$ cat src/rtl/grant_lock_frontend.sv
// Request front-end for the 4-way fixed-priority arbiter.
// Counts request strobes, exposes REQ, and locks a granted owner for one burst.
module grant_lock_frontend #(
    parameter int N         = 4,
    parameter int CNT_W     = 2,
    parameter int BURST_LEN = 4
) (
    input  logic         clk,
    input  logic         reset_n,
    input  logic [N-1:0] req_pulse,
    output logic [N-1:0] REQ,
    input  logic [N-1:0] GNT,
    output logic [N-1:0] owner,
    output logic         beat_valid,
    output logic         beat_last,
    output logic [N-1:0] pend_ovf,
    output logic         gnt_err
);

    localparam int BW = (BURST_LEN > 1) ? $clog2(BURST_LEN) : 1;
    localparam logic [BW-1:0] LAST = BW'(BURST_LEN - 1);
    localparam logic [CNT_W-1:0] PMAX = '1;

    typedef enum logic [1:0] {
        IDLE,
        BURST,
        RELEASE
    } state_t;

    state_t           state_q, state_d;
    logic [N-1:0]     owner_q, owner_d;
    logic [BW-1:0]    beat_q, beat_d;
    logic [CNT_W-1:0] pend_q [N];
    logic [CNT_W-1:0] pend_d [N];
    logic [N-1:0]     pend_nz;
    logic [N-1:0]     dec;
    logic [N-1:0]     ovf_d;
    logic             gnt_onehot;
    logic             accept;
    logic             err_d;

    always_comb begin
        for (int i = 0; i < N; i++) begin
            pend_nz[i] = (pend_q[i] != '0);
        end
    end

    // Outputs depend only on registered state.
    always_comb begin
        REQ        = '0;
        owner      = '0;
        beat_valid = 1'b0;
        beat_last  = 1'b0;
        unique case (state_q)
            IDLE: REQ = pend_nz;
            BURST: begin
                REQ        = owner_q;
                owner      = owner_q;
                beat_valid = 1'b1;
                beat_last  = (beat_q == LAST);
            end
            default: ;
        endcase
    end

    always_comb begin
        gnt_onehot = (GNT != '0) && ((GNT & (GNT - N'(1))) == '0);
        accept     = (state_q == IDLE) && gnt_onehot && ((GNT & pend_nz) != '0);
        err_d      = (state_q == IDLE) && (GNT != '0) && !accept;
    end

    always_comb begin
        state_d = state_q;
        owner_d = owner_q;
        beat_d  = beat_q;
        unique case (state_q)
            IDLE: begin
                if (accept) begin
                    state_d = BURST;
                    owner_d = GNT;
                    beat_d  = '0;
                end
            end
            BURST: begin
                if (beat_last) begin
                    state_d = RELEASE;
                end else begin
                    beat_d = beat_q + BW'(1);
                end
            end
            default: state_d = IDLE;
        endcase
    end

    // A strobe and a burst completion in the same cycle cancel out.
    always_comb begin
        dec = beat_last ? owner_q : '0;
        for (int i = 0; i < N; i++) begin
            pend_d[i] = pend_q[i];
            ovf_d[i]  = 1'b0;
            unique case (1'b1)
                req_pulse[i] && !dec[i]: begin
                    if (pend_q[i] == PMAX) begin
                        ovf_d[i] = 1'b1;
                    end else begin
                        pend_d[i] = pend_q[i] + CNT_W'(1);
                    end
                end
                dec[i] && !req_pulse[i]: pend_d[i] = pend_q[i] - CNT_W'(1);
                default: ;
            endcase
        end
    end

    always_ff @(posedge clk or negedge reset_n) begin
        if (!reset_n) begin
            state_q  <= IDLE;
            owner_q  <= '0;
            beat_q   <= '0;
            pend_ovf <= '0;
            gnt_err  <= 1'b0;
            for (int i = 0; i < N; i++) begin
                pend_q[i] <= '0;
            end
        end else begin
            state_q  <= state_d;
            owner_q  <= owner_d;
            beat_q   <= beat_d;
            pend_ovf <= ovf_d;
            gnt_err  <= err_d;
            for (int i = 0; i < N; i++) begin
                pend_q[i] <= pend_d[i];
            end
        end
    end

endmodule

$ cat config.mk
export PLATFORM = sky130hd
export DESIGN_NAME = grant_lock_frontend
export DESIGN_NICKNAME = d
export VERILOG_FILES = /design/src/rtl/grant_lock_frontend.sv
export SDC_FILE = /design/constraint.sdc
export NUM_CORES = 1
export LEC_CHECK = 0
export ABC_CLOCK_PERIOD_IN_PS = 3800
export BUFFER_PORTS_ARGS = -buffer_cell sky130_fd_sc_hd__buf_2
export CAP_MARGIN = 20
export CORE_ASPECT_RATIO = 1.2
export CORE_MARGIN = 2
export CORE_UTILIZATION = 50
export DETAILED_ROUTE_END_ITERATION = 16
export PLACE_DENSITY = 0.8
export SLEW_MARGIN = 15
export SYNTH_ARGS = -nofsm -noshare
export SYNTH_HDL_FRONTEND = slang
export SYNTH_SLANG_ARGS = --single-unit
$ cat constraint.sdc
create_clock -name clk -period 3.8 [get_ports clk]
set_clock_uncertainty 0.2 [all_clocks]
set_input_delay 0.38 -clock clk [delete_from_list [all_inputs] [get_ports clk]]
set_output_delay 0.38 -clock clk [all_outputs]
set_load 0.005 [all_outputs]
==> results of run 1 <==
## metrics by stage
stage	util	power (W)	area (um^2)
finish	0.623	0.000809	1310
CTS	0.623	0.000812	1310
floorplan	-	0.000576	1130
global route	0.623	0.000876	1310
detailed placement	0.606	0.000706	1270
global placement	0.606	0.000690	1270
## synthesized netlist by cell type (all sizes together), types with 2 or more instances
| library cell | n |
|---|---|
| a21o | 3 |
| a21oi | 3 |
| and2 | 8 |
| and3 | 4 |
| and3b | 2 |
| buf | 2 |
| dfrtp | 21 |
| inv | 5 |
| mux2 | 4 |
| nand2 | 11 |
| nand4b | 3 |
| nor2 | 10 |
| nor2b | 4 |
| nor3 | 5 |
| o211ai | 4 |
| o21ai | 15 |
## cell families after synthesis
family                     synth area share
AOI/OAI and AO/OA                     0.173
DFF                                   0.466
xor gates and xnor gates            0.00777
adders and majority gates            0.0111
muxes                                0.0533
buffers and inverters                0.0311
and+or+nand+nor                       0.258
## critical path, stage by stage, from the launching register on
cell and delay, ns:
dfrtp_1 0.63, and2b_1 0.30, and2_1 0.16, buf_2 0.11
## flip-flops by register name (all words and copies together), names as in the netlist
signal	cells
state_q	2
pend_ovf	4
pend_q	8
beat_q	2
gnt_err	1
owner_q	4
## cell type report
type                    count  area, um^2  area share
inverters                   5        18.8      0.0144
well taps                  30        37.5      0.0288
repair buffers             25         130      0.0997
clock buffers               4        26.3      0.0201
multi-input cells          89         567       0.434
flip-flops and latches     21         526       0.403
## layout by cell type, fill, tap and decap left out, types with 4 or more instances in the layout
| master | instances |
|---|---|
| buf_2 | 24 |
| dfrtp_1 | 21 |
| o21ai_0 | 15 |
| nor2_1 | 10 |
| nand2_1 | 10 |
| and2_1 | 8 |
| nor3_1 | 5 |
| inv_1 | 5 |
| nor2b_1 | 4 |
| and3_1 | 4 |
| mux2_4 | 4 |
| o211ai_1 | 4 |
## metal layers
layer	track usage	vias to the layer above	routed length, um
li1	-	472	-
met3	0.0422	5	116
met5	0	-	0
met4	0.0794	0	34
met1	0.287	455	1020
met2	0.313	27	1200
## how the worst max path moves through the flow
stage | from | endpoint | slack (ns) | cells past startpoint
final | state_q[0]$_DFFE_PN0P_ | owner[0] | 1.71 | 3
after global routing | state_q[0]$_DFFE_PN0P_ | owner[1] | 1.63 | 3
after CTS | state_q[0]$_DFFE_PN0P_ | owner[0] | 1.75 | 3
after detailed placement | GNT[0] | owner_q[0]$_DFFE_PN0P_ | 1.85 | 5
after global placement | GNT[0] | owner_q[3]$_DFFE_PN0P_ | 1.90 | 5
after floorplan | GNT[0] | owner_q[0]$_DFFE_PN0P_ | 2.06 | 4
## power breakdown
part | switching [W] | internal, W
Combinational | 0.000159 | 0.000186
Clock | 0.0000652 | 0.0000410
Sequential | 0.0000719 | 0.000286
Total | 0.000296 | 0.000512
==> metrics.cfg, run 1 <==
[run_status]
status = finished, final reports clean

[clock_network]
cts_tree = done
clkLatencyLatePin_ns = 0.30
clkSlewWorstSetupHoldPaths_ns = 0.11
cts_setup_buffers = 0
clockBufferDepth = 2
hold_buffers = 1
cts_made_buffers = 3
ctsResizeCount = 0
cts_root_buffer = clkbuf_4
htreeDepth = 1
clock_sinks = 21

[route]
via_per_inst = 5.51
drc = 0
wl_per_cell_um = 13.6
drt_iter0_markers = 11
ant_nets = 0
dr.pass1.iters = 5
finalWirelength_um = 2370
vias = 959

[synth]
netlist_instances = 117
synth_area_leaders = dfrtp_1, o21ai_0, mux2_4
synth_area_mm2 = 0.00113
synthFlopType = dfrtp_1
yosysWarningCount = 0
synth.net_count = 128
yosysTopAreaCellShare = 0.466
ys_types = 31
yosysTopAreaCell = dfrtp_1
synth_seq_cells = 21
synth_edf_count = 0
synth-async-reset-ratio = 1.00
syn_avg_cell_area_um2 = 9.64
synth_seq_area_share = 0.466

[flow_run]
drv_cap = 0

[finish]
drive_gt1_frac = 0.236
antenna_cells = 0
area.growth.synth_to_final_pct = 15.8
final_cell_count_no_fill = 174
fillers = 175
finalNetCount = 156

[floorplanning]
die_y_um = 56.0
row_count = 18
initial_utilization = 0.538
ios = 25
die_area_mm2 = 0.00265
die_w_um = 47.3
coreArea_mm2 = 0.00209

[timing]
fmax_mhz = 479
final_max_slew_viol_count = 0
tightestPinTransition_ns = 0.457
fin_crit_ns = 2.09
period_share = 0.549
hold_slack_ns = 0.172
slew-limit-headroom = 0.695
finalSetupTns_ns = 0
setup_ws_ns = 1.71
rsz0062_at_grt = no
setup_viol = 0
hold_viol = 0

[min_path]
whs_endpoint = owner_q[0]$_DFFE_PN0P_
whs_path_depth = 2
hp-class = input pin to register
holdCritStartpoint = GNT[0]

[power_and_ir_drop]
max-vdd-ir-drop_uv = 503
power.density_mw_per_mm2 = 620
leakagePower_nw = 0.621

[grt]
grt_antenna_before_repair = 0
grt_pass1_wl_um = 4100
grt_max_degree = 22
grt_use_total = 0.208
grt_overflow = 0
grt_pass1_vias = 925

[place]
dpl_worst_slack_ns = 1.85
dp_hpwl_um = 1790
gp_congestion = 0.848
placement.io_buffers = 24
dp.cells = 169

[worst_setup_path]
r2r-end = pend_q[3]$_DFFE_PN0P_
cp_max_fo = 15
regToRegSetupSlack_ns = 1.98
r2r-start = state_q[0]$_DFFE_PN0P_
critPathCaptureType = output pin
criticalPathCategory = register to output pin
worstSetupStartpointType = register
reg2reg_depth = 4
arrival_ns = 1.51
required_ns = 3.22

(Power assumes the default switching activity.)
==> run 2: changes to the inputs <==
ABC_CLOCK_PERIOD_IN_PS = 1800   (was 3800)
CORE_UTILIZATION = 47   (was 50)
PLACE_DENSITY = 0.79   (was 0.8)
clock period = 1.8 ns   (was 3.8 ns; I/O delays follow)
==> run 2 against run 1 <==
  * Register-to-register slack got worse by 1.9 ns
  * Critical path type is now register to register
  * Hold slack lost 0.15 ns
  * Critical path depth up 1
  * Highest routed layer unchanged
  * Design area up 7.4%
  * First-iteration DRC count up 36%
  * Global-route usage is 1.6 points lower
  * Final cell count grew 5.2%
  * Combinational power rose by 150%
  * Via count increased by 1.3%
  * Routed wire length rose by 6.8%
  * Count of clock-buffer cells in the layout shrank 1
  * Power rose by 130%
==> metrics.cfg, run 2 (same netlist as run 1, synthesis figures left out) <==
[timing]
period_share = 0.967
final_max_slew_viol_count = 0
fin_crit_ns = 1.74
hold_viol = 0
setup_ws_ns = 0.0588
slew-limit-headroom = 0.696
fmax_mhz = 574
tightestPinTransition_ns = 0.456
setup_viol = 0

[finish]
top_regs = pend_q (8), owner_q (4), pend_ovf (4)
antenna_cells = 0
area.growth.synth_to_final_pct = 24.3
drive_gt1_frac = 0.296
largest_register_ffs = 8
multi_input_area_um2 = 584
fillers = 197
regArea_um2 = 528
final_common_cell = buf_2
regMostFlops = pend_q
finalNetCount = 164
final_cell_mix = buf_2, dfrtp_1, o21ai_0

[route]
wl_met2_um = 1270
wl_per_cell_um = 13.8
drc = 0
vias = 971
dr.pass1.iters = 4
drt_iter0_markers = 15
ant_nets = 0
dr.max_layer_used = met4
met3_wirelength_um = 101
finalWirelength_um = 2530
via_per_inst = 5.31
drt-met1-wl_um = 1090

[floorplanning]
ios = 25
coreArea_mm2 = 0.00228
die_y_um = 57.7
row_count = 19
die_area_mm2 = 0.00281
initial_utilization = 0.494
die_w_um = 48.7

[clock_network]
cts_root_buffer = clkbuf_4
cts_tree = done
clkSlewWorstSetupHoldPaths_ns = 0.12
clock_sinks = 21
clockBufferDepth = 2
clkLatencyLatePin_ns = 0.31
htreeDepth = 1
cts_made_buffers = 3

[worst_setup_path]
cp_max_fo = 7
criticalPathCategory = register to register
required_ns = 1.80
worstSetupStartpointType = register
critPathCaptureType = register
arrival_ns = 1.74

[place]
placement.io_buffers = 24
dp_hpwl_um = 1790
gp_congestion = 0.803
dpl_worst_slack_ns = 0.0701

[power_and_ir_drop]
max-vdd-ir-drop_uv = 779
leakagePower_nw = 0.659
finalPower_w = 0.00182
power.density_mw_per_mm2 = 1300

[grt]
grt_antenna_before_repair = 0
grt_overflow = 0
grt_max_degree = 22
grt_use_total = 0.192
grt_pass1_vias = 955
grt_pass1_wl_um = 4100

[min_path]
hp-class = input pin to register

[run_status]
status = finished, final reports clean

[flow_run]
drv_cap = 0

==> run 2: power by group <==
part	switching (W)	internal [W]	total, W
logic	0.000377	0.000471	0.000848
clock network	0.000143	0.0000831	0.000226
registers	0.000142	0.000608	0.000749
total	0.000662	0.00116	0.00182
==> run 2: worst paths after layout <==
check	depth (start not counted)	end	startpoint	slack (ns)
worst max-delay path	4	owner_q[1]$_DFFE_PN0P_	state_q[0]$_DFFE_PN0P_	0.06
worst min-delay path	3	pend_q[1]$_DFFE_PN0P_	req_pulse[3]	0.02
worst max register to register	4	owner_q[1]$_DFFE_PN0P_	state_q[0]$_DFFE_PN0P_	0.06
worst min register to register	1	pend_q[4]$_DFFE_PN0P_	pend_q[4]$_DFFE_PN0P_	0.34
max in group asynchronous	2	state_q[1]$_DFFE_PN0P_	reset_n	0.92
min in group asynchronous	2	pend_ovf[2]$_DFF_PN0_	reset_n	0.13
==> run 2: layer usage <==
metal | global-route usage | vias up
li1 | - | 485
met1 | 0.212 | 459
met2 | 0.350 | 21
met3 | 0.0412 | 6
met4 | 0.0939 | 0
met5 | 0 | -
==> run 2: repair_timing <==
action | in CTS | in global routing
endpoints found under the setup margin | 6 | 11
resized for setup | 3 | 9
buffers inserted | 0 | 2
pin swaps | 0 | 1
hold buffers | 5 | 0
endpoints found under the hold margin | 25 | 0
==> run 2: area by class of cell <==
class	count	share of cell area
Multi-Input combinational cell	89	0.417
Sequential cell	21	0.377
Timing Repair Buffer	33	0.146
Tap cell	31	0.0277
Clock buffer	3	0.0161
Inverter	5	0.0134
Clock inverter	1	0.00357
==> run 2: worst max-delay path, stage by stage, from the launching register on <==
cell,delay (ns)
dfrtp_2,0.48
buf_4,0.17
nor2_1,0.16
o2111a_4,0.30
mux2_4,0.31
==> run 2: metrics by stage <==
step	std cells	TNS [ns]	hold slack [ns]	area, um^2	utilization
final	183	0	0.0179	1400	0.614
after global routing	183	-0.00194	0.0211	1400	0.614
after CTS	181	0	0.0111	1370	0.599
after detailed placement	172	0	-0.0394	1280	0.563
after global placement	172	0	-0.0397	1280	0.563
after floorplan	117	0	-0.316	1130	-
==> run 3: changes to the inputs <==
REMOVE_ABC_BUFFERS = 1   (was unset)
==> run 3 against run 2 <==
  * Routed wire length grew 2.3%
  * Critical path depth is the same
  * Non-clock buffer count grew 3
  * Via count grew 5.6%
  * Register-to-register slack gained 0.05 ns
  * Clock power is essentially flat
  * Final cell count grew 1.6%
  * Sequential cell count is the same
  * Design area grew 0.36%
  * Count of clock-buffer cells in the layout is the same
  * Maximum frequency shrank 0.29%
  * Critical endpoint is now REQ[2]
==> metrics.cfg, run 3 (same netlist as run 1, synthesis figures left out) <==
[run_status]
status = finished, final reports clean

[worst_setup_path]
cp_max_fo = 7
worstSetupStartpointType = register
critPathCapture = REQ[2]
criticalPathCategory = register to output pin
arrival_ns = 1.37
r2r-start = beat_q[0]$_DFFE_PN0P_
reg2reg_depth = 5
critPathLaunch = state_q[0]$_DFFE_PN0P_
critPathCaptureType = output pin
regToRegSetupSlack_ns = 0.11
required_ns = 1.42
r2r-end = pend_q[3]$_DFFE_PN0P_

[timing]
tightestPinTransition_ns = 0.472
period_share = 0.970
fin_crit_ns = 1.75
final_max_slew_viol_count = 0
setup_ws_ns = 0.0536
setup_viol = 0
hold_viol = 0
slew-limit-headroom = 0.685
hold_slack_ns = 0.0101
fmax_mhz = 573

[floorplanning]
coreArea_mm2 = 0.00228
die_y_um = 57.7
die_area_mm2 = 0.00281
ios = 25
row_count = 19
die_w_um = 48.7
initial_utilization = 0.494

[power_and_ir_drop]
max-vdd-ir-drop_uv = 621
power.density_mw_per_mm2 = 1300
finalPower_w = 0.00183
leakagePower_nw = 0.675

[clock_network]
htreeDepth = 1
cts_made_buffers = 3
clockBufferDepth = 2
clkLatencyLatePin_ns = 0.30
cts_tree = done
clock_sinks = 21
clkSlewWorstSetupHoldPaths_ns = 0.12
cts_root_buffer = clkbuf_4

[finish]
final_common_cell = buf_2
finalNetCount = 167
drive_gt1_frac = 0.297
regMostFlops = pend_q
antenna_cells = 0
fillers = 206
top_regs = pend_q (8), owner_q (4), pend_ovf (4)
area.growth.synth_to_final_pct = 24.8
final_cell_mix = buf_2, dfrtp_1, o21ai_0
largest_register_ffs = 8

[grt]
grt_overflow = 0
grt_max_degree = 22
grt_pass1_wl_um = 4340
grt_use_total = 0.199
grt_antenna_before_repair = 0
grt_pass1_vias = 970

[place]
gp_congestion = 0.829
placement.io_buffers = 24
dpl_worst_slack_ns = 0.0542
dp_hpwl_um = 1790

[flow_run]
drv_cap = 0

[route]
ant_nets = 0
drc = 0
vias = 1025
drt-met1-wl_um = 1100
wl_per_cell_um = 13.9
wl_met2_um = 1290
dr.max_layer_used = met4
drt_iter0_markers = 26
dr.pass1.iters = 4
finalWirelength_um = 2590
via_per_inst = 5.51
met3_wirelength_um = 153

[min_path]
hp-class = input pin to register

run 3: stage by stage:
step,std cells,utilization,TNS [ns],cell area (um^2)
after detailed placement,172,0.563,0,1280
final,186,0.616,0,1410
after CTS,181,0.598,0,1370
after global placement,172,0.563,0,1280
after floorplan,115,-,0,1110
after global routing,186,0.616,-0.00370,1410
run 3: how the worst min path moves through the flow:
stage	cells past startpoint	slack, ns	to	startpoint
6_report	3	0.01	pend_q[3]$_DFFE_PN0P_	req_pulse[2]
5_1_grt	2	0.01	owner_q[1]$_DFFE_PN0P_	GNT[1]
4_1_cts	4	0.007	pend_q[2]$_DFFE_PN0P_	req_pulse[2]
3_5_place_dp	1	-0.04	pend_ovf[2]$_DFF_PN0_	reset_n
3_3_place_gp	1	-0.04	pend_ovf[2]$_DFF_PN0_	reset_n
2_1_floorplan	0	-0.32	beat_q[0]$_DFFE_PN0P_	reset_n
run 3: routing by layer:
| layer | vias to the layer above | global-route usage |
|---|---|---|
| met4 | 0 | 0.106 |
| met3 | 4 | 0.0387 |
| met1 | 495 | 0.250 |
| li1 | 495 | - |
| met5 | - | 0 |
| met2 | 31 | 0.329 |
run 3: critical path, stage by stage, from the launching register on:
cell and delay (ns):
dfrtp_2 0.47, buf_4 0.16, nor2b_1 0.12, nor3_1 0.18
buf_2 0.15
run 3: what timing repair did:
| item | CTS | global route |
|---|---|---|
| setup endpoints to repair | 5 | 13 |
| hold buffers | 5 | 0 |
| resized for setup | 2 | 5 |
| buffers inserted | 0 | 5 |
| endpoints found under the hold margin | 25 | 0 |
| pin swaps | 0 | 0 |
run 3: power breakdown:
group / internal (W) / total [W] / switching (W)
Combinational: 0.000480 / 0.000864 / 0.000384
Clock: 0.0000826 / 0.000223 / 0.000140
Sequential: 0.000607 / 0.000739 / 0.000132
run 3: area by class of cell:
cell class	count	area (um^2)	share of cell area
multi-input cells	89	571	0.406
flip-flops and latches	21	528	0.375
repair buffers	36	223	0.158
well taps	31	38.8	0.0276
clock buffers	3	22.5	0.0160
inverters	5	18.8	0.0133
clock inverters	1	5.00	0.00356
